## config.mk

```make
export PLATFORM = sky130hd
export DESIGN_NAME = univ_reg_cnt_flat
export DESIGN_NICKNAME = d
export VERILOG_FILES = /design/src/rtl/univ_reg_cnt_if.sv /design/src/rtl/univ_reg_cnt.sv /design/src/flat_wrapper.sv
export SDC_FILE = /design/constraint.sdc
export NUM_CORES = 1
export LEC_CHECK = 0
export CAP_MARGIN = 30
export CORE_AREA = 2 2 39 41
export CTS_CLUSTER_DIAMETER = 150
export DETAILED_ROUTE_END_ITERATION = 7
export DIE_AREA = 0 0 41 43
export MAX_ROUTING_LAYER = met4
export PLACE_DENSITY = 0.79
export SLEW_MARGIN = 20
export SYNTH_ARGS = -nofsm -noshare
export SYNTH_HDL_FRONTEND = slang
export SYNTH_SLANG_ARGS = --single-unit
```

## constraint.sdc

```tcl
create_clock -name clk_i -period 2.05 [get_ports clk_i]
set_input_delay 0.3075 -clock clk_i [delete_from_list [all_inputs] [get_ports clk_i]]
set_output_delay 0.3075 -clock clk_i [all_outputs]
set_load 0.01 [all_outputs]
```

## src/rtl/univ_reg_cnt_if.sv

```systemverilog
// Bundled control, data and status signals of the universal register/counter.
// The controller drives through master; the register/counter itself binds slave.
interface univ_reg_cnt_if #(
  parameter int WIDTH = 4
);
  logic             clear_i;
  logic             en_i;
  logic [2:0]       mode_i;
  logic [WIDTH-1:0] I_i;
  logic             sr_i;
  logic             sl_i;
  logic [WIDTH-1:0] A_o;
  logic             so_o;
  logic             tc_o;

  modport master (
    output clear_i, en_i, mode_i, I_i, sr_i, sl_i,
    input  A_o, so_o, tc_o
  );

  modport slave (
    input  clear_i, en_i, mode_i, I_i, sr_i, sl_i,
    output A_o, so_o, tc_o
  );
endinterface

```

## src/rtl/univ_reg_cnt.sv

```systemverilog
// Universal register/counter: load, shift/rotate both ways, modulo up/down count.
// Synchronous clear beats clock enable, which beats the mode select.
module univ_reg_cnt #(
  parameter int WIDTH   = 4,
  parameter int MOD     = 2**WIDTH,
  parameter int RST_VAL = 0
) (
  input logic           clk_i,
  input logic           rst_ni,
  univ_reg_cnt_if.slave bus
);

  typedef enum logic [2:0] {
    M_HOLD  = 3'b000,
    M_LOAD  = 3'b001,
    M_SHR   = 3'b010,
    M_SHL   = 3'b011,
    M_UP    = 3'b100,
    M_DOWN  = 3'b101,
    M_ROR   = 3'b110,
    M_ROL   = 3'b111
  } mode_e;

  localparam logic [WIDTH-1:0] RST_A   = WIDTH'(RST_VAL);
  localparam logic [WIDTH-1:0] MAX_VAL = WIDTH'(MOD - 1);
  // the modulus can equal 2**WIDTH, so it only fits with one extra bit
  localparam logic [WIDTH:0]   MOD_EXT = (WIDTH+1)'(MOD);

  logic [WIDTH-1:0] a_q;
  logic [WIDTH-1:0] a_next;
  logic             at_top;
  logic             at_zero;
  logic             over_mod;
  mode_e            mode;

  assign mode     = mode_e'(bus.mode_i);
  assign at_top   = (a_q >= MAX_VAL);
  assign at_zero  = (a_q == '0);
  assign over_mod = ({1'b0, a_q} >= MOD_EXT);

  always_comb begin
    a_next = a_q;
    if (bus.clear_i) begin
      a_next = RST_A;
    end else if (bus.en_i) begin
      case (mode)
        M_HOLD: a_next = a_q;
        M_LOAD: a_next = bus.I_i;
        M_SHR:  a_next = {bus.sr_i, a_q[WIDTH-1:1]};
        M_SHL:  a_next = {a_q[WIDTH-2:0], bus.sl_i};
        M_UP:   a_next = at_top ? '0 : a_q + 1'b1;
        M_DOWN: begin
          if (at_zero || over_mod) a_next = MAX_VAL;
          else                     a_next = a_q - 1'b1;
        end
        M_ROR:  a_next = {a_q[0], a_q[WIDTH-1:1]};
        M_ROL:  a_next = {a_q[WIDTH-2:0], a_q[WIDTH-1]};
        default: a_next = a_q;
      endcase
    end
  end

  always_ff @(posedge clk_i or negedge rst_ni) begin
    if (!rst_ni) a_q <= RST_A;
    else         a_q <= a_next;
  end

  always_comb begin
    bus.so_o = 1'b0;
    case (mode)
      M_SHR, M_ROR: bus.so_o = a_q[0];
      M_SHL, M_ROL: bus.so_o = a_q[WIDTH-1];
      default:      bus.so_o = 1'b0;
    endcase
  end

  // High the cycle before a wrap so a following stage can use it as its enable
  assign bus.tc_o = bus.en_i & ~bus.clear_i &
                    (((mode == M_UP) & at_top) | ((mode == M_DOWN) & at_zero));

  assign bus.A_o = a_q;

endmodule

```

## src/flat_wrapper.sv

```systemverilog
// flat-port wrapper written by rule: the top's interface ports become plain ports
module univ_reg_cnt_flat 
#(
  parameter int WIDTH   = 4,
  parameter int MOD     = 2**WIDTH,
  parameter int RST_VAL = 0
)
  (clk_i, rst_ni, bus_clear_i, bus_en_i, bus_mode_i, bus_I_i, bus_sr_i, bus_sl_i, bus_A_o, bus_so_o, bus_tc_o);
  univ_reg_cnt_if #(.WIDTH(WIDTH)) bus_i ();
  input logic clk_i;
  input logic rst_ni;
  input wire logic [$bits(bus_i.clear_i)-1:0] bus_clear_i;
  input wire logic [$bits(bus_i.en_i)-1:0] bus_en_i;
  input wire logic [$bits(bus_i.mode_i)-1:0] bus_mode_i;
  input wire logic [$bits(bus_i.I_i)-1:0] bus_I_i;
  input wire logic [$bits(bus_i.sr_i)-1:0] bus_sr_i;
  input wire logic [$bits(bus_i.sl_i)-1:0] bus_sl_i;
  output wire logic [$bits(bus_i.A_o)-1:0] bus_A_o;
  output wire logic [$bits(bus_i.so_o)-1:0] bus_so_o;
  output wire logic [$bits(bus_i.tc_o)-1:0] bus_tc_o;
  assign bus_i.clear_i = bus_clear_i;
  assign bus_i.en_i = bus_en_i;
  assign bus_i.mode_i = bus_mode_i;
  assign bus_i.I_i = bus_I_i;
  assign bus_i.sr_i = bus_sr_i;
  assign bus_i.sl_i = bus_sl_i;
  assign bus_A_o = bus_i.A_o;
  assign bus_so_o = bus_i.so_o;
  assign bus_tc_o = bus_i.tc_o;
  univ_reg_cnt #(.WIDTH(WIDTH), .MOD(MOD), .RST_VAL(RST_VAL)) u_core (.clk_i(clk_i), .rst_ni(rst_ni), .bus(bus_i));
endmodule
```

==> metrics.md, run 1 <==
| Metric | Value |
|---|---|
| Status | completed |
| Comb pwr share | a little over two fifths |
| Clk buf depth | 2 |
| H-tree Lvls | 1 |
| Async SR Flop Fraction | 100% |
| Synth Register Bits | 4 |
| Post-synth EDFFs | 0 |
| Internal | 233 uW |
| Critical path peak fanout | 5 |
| Startpoint Class | primary input |
| Clock root cell | clkbuf_4 |
| Sequential Power Share | 26.7% |
| Vias/cell | 5.74 |
| Final critical-path required period | 1.93 ns |
| Pwr Density | 443 nW/um^2 |
| P&R area growth vs syn | 51.7% |
| Vias | between 600 and 700 |
| Crit path capture | bus_so_o |
| Final setup violation count | 0 |
| Seq/Total Area, Yosys | about a fifth |
| Grt total ovfl | 0 |
| CTS tree | built |
| Remaining DRCs | 0 |
| Final HPWL DP | roughly 1200 um |
| Share of layout cells above drive strength 1 | about a fifth |
| Placed Area | 773 sq um |
| Post-Syn Area per Cell | between 7 and 8 sq um |
| FF-to-FF path depth | 7 |
| Std cell rows | 14 |
| CP arrival | 1.62 ns |
| Min-Delay Path Class | primary input to async pin |
| Antenna viol nets, final | 0 |
| Die ar. | 1760 sq um |
| Rel. slew slack | about 73% |
| Fmax | slightly above 500 MHz |
| RR Endpoint | u_core.bus.A_o[0] |
| # diodes | 0 |
| Total Power | 353 uW |
| Max FFs per register | 4 |
| Leakage | 0.000334 uW |
| Largest net degree at the start of global routing | 14 |
| Fin area | 797 sq um |
| MaxCap Viol Count | 0 |
| Mapped Cells | 67 |
| Post-route clock period utilization | 93.9% |
| Synth Cell Area | 526 sq um |
| Layout Nets | 112 |
| Setup crit end kind | primary output |
| Antenna violations before repair | 0 |
| Worst r2r src | u_core.bus.A_o[0] |
| Io pins | 19 |
| Setup bufs post-CTS | 0 |
| RSZ-0062 raised after global routing | no |
| Req. time, crit path | 1.74 ns |
| Switching Fraction | approximately a third |
| Wire per inst | 13.8 um |
| Worst-margin pin slew | 0.405 ns |
| Share of the synthesized area in the top cell type | 19.0% |
| Synth warnings | 0 |
| Final Max Tran Viols | 0 |
| Synth area leaders | dfrtp_1, a21oi_1, mux2i_1, ha_1, nor2b_1 |
| Number of global-route vias before repair | 619 |
| Number of clock sinks | 4 |
| Clk_lat worst skew | 0.25 ns |
| TritonRoute pass-1 iters | 4 |
| Hold Slack | 0.252 ns |
| Crit path kind | primary input to primary output |
| Drt initial violations | 13 |
| Chip height | between 40 and 50 um |
| Clock power frac | a little under a third |
| First-pass GRT wire length | 2620 um |
| Hold Fails Final Rpt | 0 |
| Reg2reg setup slack | 0.46 ns |
| Peak VDD IR | 177 uV |
| Synth area leader | dfrtp_1 |
| Critical Path Source | bus_mode_i[0] |
| Die W | slightly above 40 um |
| Synth top cells by count | a21oi_1, inv_1, nand2_1 |
| WL final | 1530 um |
| Synth Net Count | 82 |
| GPL Wtd Cong | 0.815 |
| Most common cell in the netlist | a21oi_1 |
| Primary FF master, synth | dfrtp_1 |
| Core area | around 1400 sq um |
| Num CTS Buffers | 3 |
| Post-synthesis cell type count | 30 |
| Worst-path clk slew | 0.05 ns |
| Worst clock skew | 0.0124 ns |
| Total track usage | 22.5% |
| P_sw | 120 uW |
| Initial Util | approximately 38% |
| PortBufs | 18 |
==> placed cells by master, fill, tap and decap left out, types with 3 or more instances in the layout <==
cell,synthesis,layout
nand3_1,3,3
a211oi_1,3,3
clkbuf_4,1,3
nand2b_1,3,3
clkdlybuf4s50_1,0,17
mux2i_1,3,3
buf_4,0,11
nand2_1,5,5
dfrtp_1,4,4
inv_1,5,5
a21oi_1,10,10
nor2b_1,4,4
==> layer usage <==
| metal | wire [um] | global-route usage, % | part of all wire, % | up-vias |
|---|---|---|---|---|
| met2 | 768 | 35.9 | 50 | 29 |
| met1 | 651 | 26.1 | 42 | 299 |
| li1 | - | - | - | 305 |
| met4 | 39 | 12.0 | 2.5 | 0 |
| met5 | 0 | - | 0 | - |
| met3 | 76 | 2.09 | 5.0 | 4 |
==> power by group through the flow <==
| stage | Clock (uW) | Combinational [uW] | Sequential (uW) |
|---|---|---|---|
| final | 106 | 153 | 94.2 |
| after global routing | 110 | 168 | 94.9 |
| after CTS | 109 | 152 | 93.8 |
| after detailed placement | 0 | 150 | 94.8 |
| after global placement | 0 | 148 | 94.6 |
| after floorplan | 0 | 73.0 | 99.7 |
==> critical path: stages <==
cell             delay [ns]
clkdlybuf4s50_1        0.56
mux2i_1                0.10
nor2b_1                0.12
clkdlybuf4s50_1        0.54
==> kinds of logic after synthesis <==
group	count (synthesis)	synth area share [%]
AOI/OAI and AO/OA	27	35.5
and+or+nand+nor	21	23.1
buffers and inverters	9	10.2
DFF	4	19.0
muxes	3	5.71
adders and majority gates	2	4.76
xor gates and xnor gates	1	1.67
==> timing repair <==
item / in CTS / in global routing
hold buffers: 0 / 0
hold endpoints to repair: 0 / 0
resized for setup: 2 / 0
setup endpoints to repair: 1 / 0
==> layout make-up <==
class,count,area [sq um]
clock buffer,3,22.5
fill,133,587
inverter,5,18.8
multi-input combinational,54,374
sequential,4,100
tap,16,20.0
timing repair buffer,29,262
==> worst min-delay path by stage <==
| stage | start | to | slack (ns) | cells past startpoint |
|---|---|---|---|---|
| floorplan | rst_ni | u_core.bus.A_o[0] | 0.01 | 0 |
| global placement | rst_ni | u_core.bus.A_o[1] | 0.51 | 1 |
| detailed placement | rst_ni | u_core.bus.A_o[1] | 0.52 | 1 |
| CTS | rst_ni | u_core.bus.A_o[0] | 0.25 | 1 |
| global route | rst_ni | u_core.bus.A_o[0] | 0.28 | 1 |
| finish | rst_ni | u_core.bus.A_o[0] | 0.25 | 1 |
==> stage by stage <==
stage               utilization, %  instances  worst slack [ns]  setup TNS, ns
global route                  57.6        111            0.0275              0
finish                        57.6        111             0.125              0
floorplan                        -         67             0.480              0
detailed placement            55.9        108           -0.0485        -0.0485
global placement              55.9        108           0.00258              0
CTS                           57.6        111             0.117              0
No activity file was read; power rests on OpenSTA's default activity.
==> run 2, diff against run 1 <==
Settings changed: TNS_END_PERCENT from default to 50.
==> results of run 2 <==
The final DEF is identical to that of run 1; final timing and power are the same.
==> run 3, diff against run 2 <==
Settings changed: SETUP_SLACK_MARGIN from default to 0.02, SLEW_MARGIN 20 to default.
==> results of run 3 <==
The final DEF is identical to that of run 1; final timing and power are the same.
